**src/rtl/uctl_async_wctl.sv**
```systemverilog
// rtl/uctl_async_wctl.sv - write-domain control for an asynchronous FIFO
//
// Write-side pointer/flag logic of a Gray-pointer asynchronous FIFO.
// The read pointer is synchronised into wclk, converted back to binary and
// compared against the next write pointer to produce registered, pessimistic
// full / almost-full / level outputs.
//
// Parameters:
//   FIFO_ADDRSIZE  address width; FIFO depth is 2^FIFO_ADDRSIZE
//   SYNC_STAGES    read-pointer synchroniser depth (>= 2)
//
// Ports:
//   wclk       in   write-domain clock
//   wrst_n     in   asynchronous active-low reset
//   winc       in   write request
//   rptr       in   Gray read pointer from the read domain
//   afull_lvl  in   almost-full threshold in entries (quasi-static)
//   ovf_clr    in   clear for the sticky overflow flag
//   waddr      out  RAM write address
//   wptr       out  registered Gray write pointer to the read domain
//   wfull      out  FIFO full
//   wafull     out  fill level >= afull_lvl
//   wlevel     out  write-side fill level, 0..DEPTH
//   wovf       out  sticky overflow (write attempted while full)

module uctl_async_wctl #(
  parameter int FIFO_ADDRSIZE = 2,
  parameter int SYNC_STAGES   = 2
) (
  input  logic                     wclk,
  input  logic                     wrst_n,
  input  logic                     winc,
  input  logic [FIFO_ADDRSIZE:0]   rptr,
  input  logic [FIFO_ADDRSIZE:0]   afull_lvl,
  input  logic                     ovf_clr,
  output logic [FIFO_ADDRSIZE-1:0] waddr,
  output logic [FIFO_ADDRSIZE:0]   wptr,
  output logic                     wfull,
  output logic                     wafull,
  output logic [FIFO_ADDRSIZE:0]   wlevel,
  output logic                     wovf
);

  localparam int             AW    = FIFO_ADDRSIZE + 1;
  localparam logic [AW-1:0]  DEPTH = AW'(1 << FIFO_ADDRSIZE);

  generate
    if (SYNC_STAGES < 2) begin : g_bad_sync_stages
      $error("uctl_async_wctl: SYNC_STAGES must be >= 2");
    end
    if (FIFO_ADDRSIZE < 1) begin : g_bad_addrsize
      $error("uctl_async_wctl: FIFO_ADDRSIZE must be >= 1");
    end
  endgenerate

  logic [AW-1:0] r_sync [SYNC_STAGES];
  logic [AW-1:0] r_wbin;
  logic [AW-1:0] r_wptr;
  logic [AW-1:0] r_wlevel;
  logic          r_wfull;
  logic          r_wafull;
  logic          r_wovf;

  logic [AW-1:0] w_wq_rptr;
  logic [AW-1:0] w_rbin_s;
  logic          w_wen;
  logic [AW-1:0] w_wbin_next;
  logic [AW-1:0] w_wgray_next;
  logic [AW-1:0] w_diff;

  // Plain flop chain: nothing between stages so each stage can resolve.
  always_ff @(posedge wclk or negedge wrst_n) begin
    if (!wrst_n) begin
      for (int i = 0; i < SYNC_STAGES; i++) r_sync[i] <= '0;
    end else begin
      r_sync[0] <= rptr;
      for (int i = 1; i < SYNC_STAGES; i++) r_sync[i] <= r_sync[i-1];
    end
  end

  assign w_wq_rptr = r_sync[SYNC_STAGES-1];

  // Gray to binary: bit i is the XOR of all Gray bits at or above i.
  always_comb begin
    w_rbin_s = '0;
    for (int i = 0; i < AW; i++) w_rbin_s[i] = ^(w_wq_rptr >> i);
  end

  assign w_wen        = winc & ~r_wfull;
  assign w_wbin_next  = r_wbin + {{FIFO_ADDRSIZE{1'b0}}, w_wen};
  assign w_wgray_next = (w_wbin_next >> 1) ^ w_wbin_next;
  // Modulo-2^AW difference keeps the pointer wrap invisible to the flags.
  assign w_diff       = w_wbin_next - w_rbin_s;

  // Flags are computed from the post-write pointer so they assert on the
  // edge that captures the filling write, and only fall once the stale
  // synchronised read pointer catches up.
  always_ff @(posedge wclk or negedge wrst_n) begin
    if (!wrst_n) begin
      r_wbin   <= '0;
      r_wptr   <= '0;
      r_wlevel <= '0;
      r_wfull  <= 1'b0;
      r_wafull <= 1'b0;
      r_wovf   <= 1'b0;
    end else begin
      r_wbin   <= w_wbin_next;
      r_wptr   <= w_wgray_next;
      r_wlevel <= w_diff;
      r_wfull  <= (w_diff == DEPTH);
      r_wafull <= (w_diff >= afull_lvl);
      // A rejected write beats a simultaneous clear so no overflow is lost.
      if (winc & r_wfull)
        r_wovf <= 1'b1;
      else if (ovf_clr)
        r_wovf <= 1'b0;
    end
  end

  assign waddr  = r_wbin[FIFO_ADDRSIZE-1:0];
  assign wptr   = r_wptr;
  assign wlevel = r_wlevel;
  assign wfull  = r_wfull;
  assign wafull = r_wafull;
  assign wovf   = r_wovf;

endmodule

```
**config.mk**
```make
export PLATFORM = sky130hd
export DESIGN_NAME = uctl_async_wctl
export DESIGN_NICKNAME = d
export VERILOG_FILES = /design/src/rtl/uctl_async_wctl.sv
export SDC_FILE = /design/constraint.sdc
export NUM_CORES = 1
export LEC_CHECK = 0
export ABC_AREA = 1
export CAP_MARGIN = 40
export CORE_MARGIN = 8
export CORE_UTILIZATION = 45
export DETAILED_ROUTE_END_ITERATION = 12
export GPL_TIMING_DRIVEN = 0
export PLACE_DENSITY_LB_ADDON = 0.1
export REMOVE_ABC_BUFFERS = 1
export SLEW_MARGIN = 20
export SYNTH_ARGS = -nofsm -noshare
export SYNTH_HDL_FRONTEND = slang
export SYNTH_SLANG_ARGS = --single-unit
export TNS_END_PERCENT = 50
```
**constraint.sdc**
```tcl
create_clock -name wclk -period 3.95 [get_ports wclk]
set_clock_uncertainty 0.1 [all_clocks]
set_input_delay 0.5925 -clock wclk [delete_from_list [all_inputs] [get_ports wclk]]
set_output_delay 0.5925 -clock wclk [all_outputs]
set_load 0.05 [all_outputs]
```
==> qor.yml <==
fillers: 132
post_route_cells_drive_above_1_share_pct: 6.25
path_class: "in -> reg"
synth_top_area_cell: "dfrtp_1"
finalWeightedCongestion: 0.739
mappedNetlistArea_sq_um: 718
p_total_uw: 857
totalNegativeSetupSlack_ns: 0
dieWidth_um: 56.0
tritoncts: "yes"
power.density_nw_per_um2: 877
ctsRootBufferMaster: "clkbuf_4"
critical_path.endpoint: "wafull"
rrSetupSlack_ns: 1.42
setup.worst_path.end_class: "flop"
grt_overflow: 0
critical_path.reg2reg.endpoint: "wafull"
post_cts_setup_repair_bufs: 0
initial_core_util_pct: 47.7
drtAntennaViolNets: 0
finalMaxSlewViolations: 0
clock-sinks: 17
netlist-cell-type-count: 13
n_antenna_cell: 0
grt_pass1_wl_um: 1970
finalCritPeriodShare_pct: 72.3
met3_length_um: 94
synth.ff_latch_count: 17
fin_ws_ns: 1.09
detailedPlace.worstSlack_ns: 0.764
reg_clk_slew_reported_paths_ns: 0.10
fin_nets: 113
portBuffers: 20
core_sq_um: 1510
leakage_nw: 0.509
reg2reg_from: "wfull"
path_max_fanout: 3
report.final.hold_viol_count: 0
final_cell_mix: "nand2_1 (21), clkdlybuf4s50_1 (20), dfrtp_1 (17)"
proportion_of_synthesized_chip_area_in_sequential_cells_pct: 59.2
run_status: "completed"
setup_viol_count_final: 0
layout_commonest_cell: "nand2_1"
detailroute.via_count: 512
cts_hold_buf: 0
maxSlewHeadroom_pct: 66.2
dr.pass1.iters: 2
route.detailed.vias_per_inst: 4.57
achievable-frequency_ghz: 0.350
wl_met2_um: 529
rows: 14
finalCriticalPeriod_ns: 2.86
area_growth_pct: 36.1
vias_in_the_first_global_route: 443
dieArea_sq_um: 3130
netlist_top_cells_area: "dfrtp_1 (59%), nand2_1 (11%), ha_1 (8.7%), inv_1 (8.4%), fa_1 (2.8%)"
min_path_type: "reg -> reg"
finalHoldWorstSlack_ns: 0.258
cp-startpoint: "winc"
vdd_drop_max_v: 0.000534
r2r_cells: 12
worst_ep_required_time_ns: 4.03
detail_route.wl_per_cell_um: 10.8
drc: 0
post_route_met1_wirelength_um: 550
max_cap_viol_count: 0
total_cts_buffers: 3
clock_tree.buffer_depth: 2
cts_repair_resize_count: 0
detailed_place_hpwl_um: 945
grt_util_all_layers_pct: 8.06
syn_avg_cell_area_sq_um: 10.1
die-height_um: 56.0
io-pin-count: 21
synth_cells: 71
critPathArrivalTime_ns: 2.93
postRouteWirelength_um: 1210
final_area_sq_um: 977
antenna_found_initial: 0
yosys.area.top_type_share_pct: 59.2
synth.yosys.warnings: 0
placed_cell_area_sq_um: 938
grt_setup_unrepaired: "no"
initialDrtViolationCount: 7
cts-htree-levels: 1
routed.top_layer: "met4"
critical_path.startpoint_type: "input pin"
worstMarginPinSlew_ns: 0.505
grt_max_degree: 18
worst_skew_pair.late_latency_ns: 0.29
where the power goes:
part | internal [mW] | switching, mW | total (mW)
Combinational | 0.180 | 0.334 | 0.514
Clock | 0.0376 | 0.0538 | 0.0914
Sequential | 0.231 | 0.0209 | 0.252
layout make-up:
type                            count  area [sq um]  area share, %
Clock buffer                        3          22.5           2.30
Clock inverter                      1          5.00          0.512
Inverter                           17          63.8           6.53
Multi-Input combinational cell     37           229           23.4
Sequential cell                    17           425           43.5
Tap cell                           16          20.0           2.05
Timing Repair Buffer               21           211           21.6
cells in the mapped netlist, drive strengths merged:
cell    count
a21oi       2
dfrtp      17
fa          1
ha          5
inv        17
nand2      21
nand3       2
o211ai      1
o21bai      1
o22ai       1
xnor2       2
xor2        1
flip-flops by register name, summed over array words and instances (netlist names):
name and count:
wovf 1, wfull 1, wptr 2, wafull 1, wlevel 3, r_sync 3
r_wbin 3, w_wq_rptr 3
how the worst min path moves through the flow:
stage               from      endpoint  slack (ns)  cells after the start
6_report       r_sync[4]  w_wq_rptr[1]        0.26                      0
2_1_floorplan     wrst_n     r_sync[3]        0.20                      0
5_1_grt        r_sync[4]  w_wq_rptr[1]        0.27                      0
4_1_cts        r_sync[3]  w_wq_rptr[0]        0.26                      0
3_3_place_gp   r_sync[5]  w_wq_rptr[2]        0.23                      0
3_5_place_dp   r_sync[3]  w_wq_rptr[0]        0.24                      0
layer usage:
metal	track usage (%)	vias up
met1	8.81	226
li1	-	264
met3	4.57	5
met4	6.19	0
met5	0	-
met2	11.2	17
stage by stage:
stage | util (%) | instances
2_1_floorplan | - | 71
3_3_place_gp | 62.3 | 107
3_5_place_dp | 62.3 | 107
4_1_cts | 64.1 | 111
5_1_grt | 64.9 | 112
6_report | 64.9 | 112
cells by family (layout without fill, tap and decap cells):
group | after synthesis | after routing | share of synthesized area [%]
flops | 17 | 17 | 59.2
simple gates | 23 | 23 | 12.4
xor+xnor | 3 | 3 | 3.66
fa+ha+maj | 6 | 6 | 11.5
compound gates | 5 | 5 | 4.36
buf+inv | 17 | 42 | 8.88
critical path: stages:
cell             delay (ns)
clkdlybuf4s50_1        0.42
nand3_1                0.12
inv_1                  0.05
ha_1                   0.31
inv_1                  0.10
fa_1                   0.48
xnor2_1                0.15
nand2_1                0.08
nand2_1                0.08
ha_1                   0.31
a21oi_1                0.15
o211ai_1               0.09
Note: power is estimated with default switching activity, not from simulation.
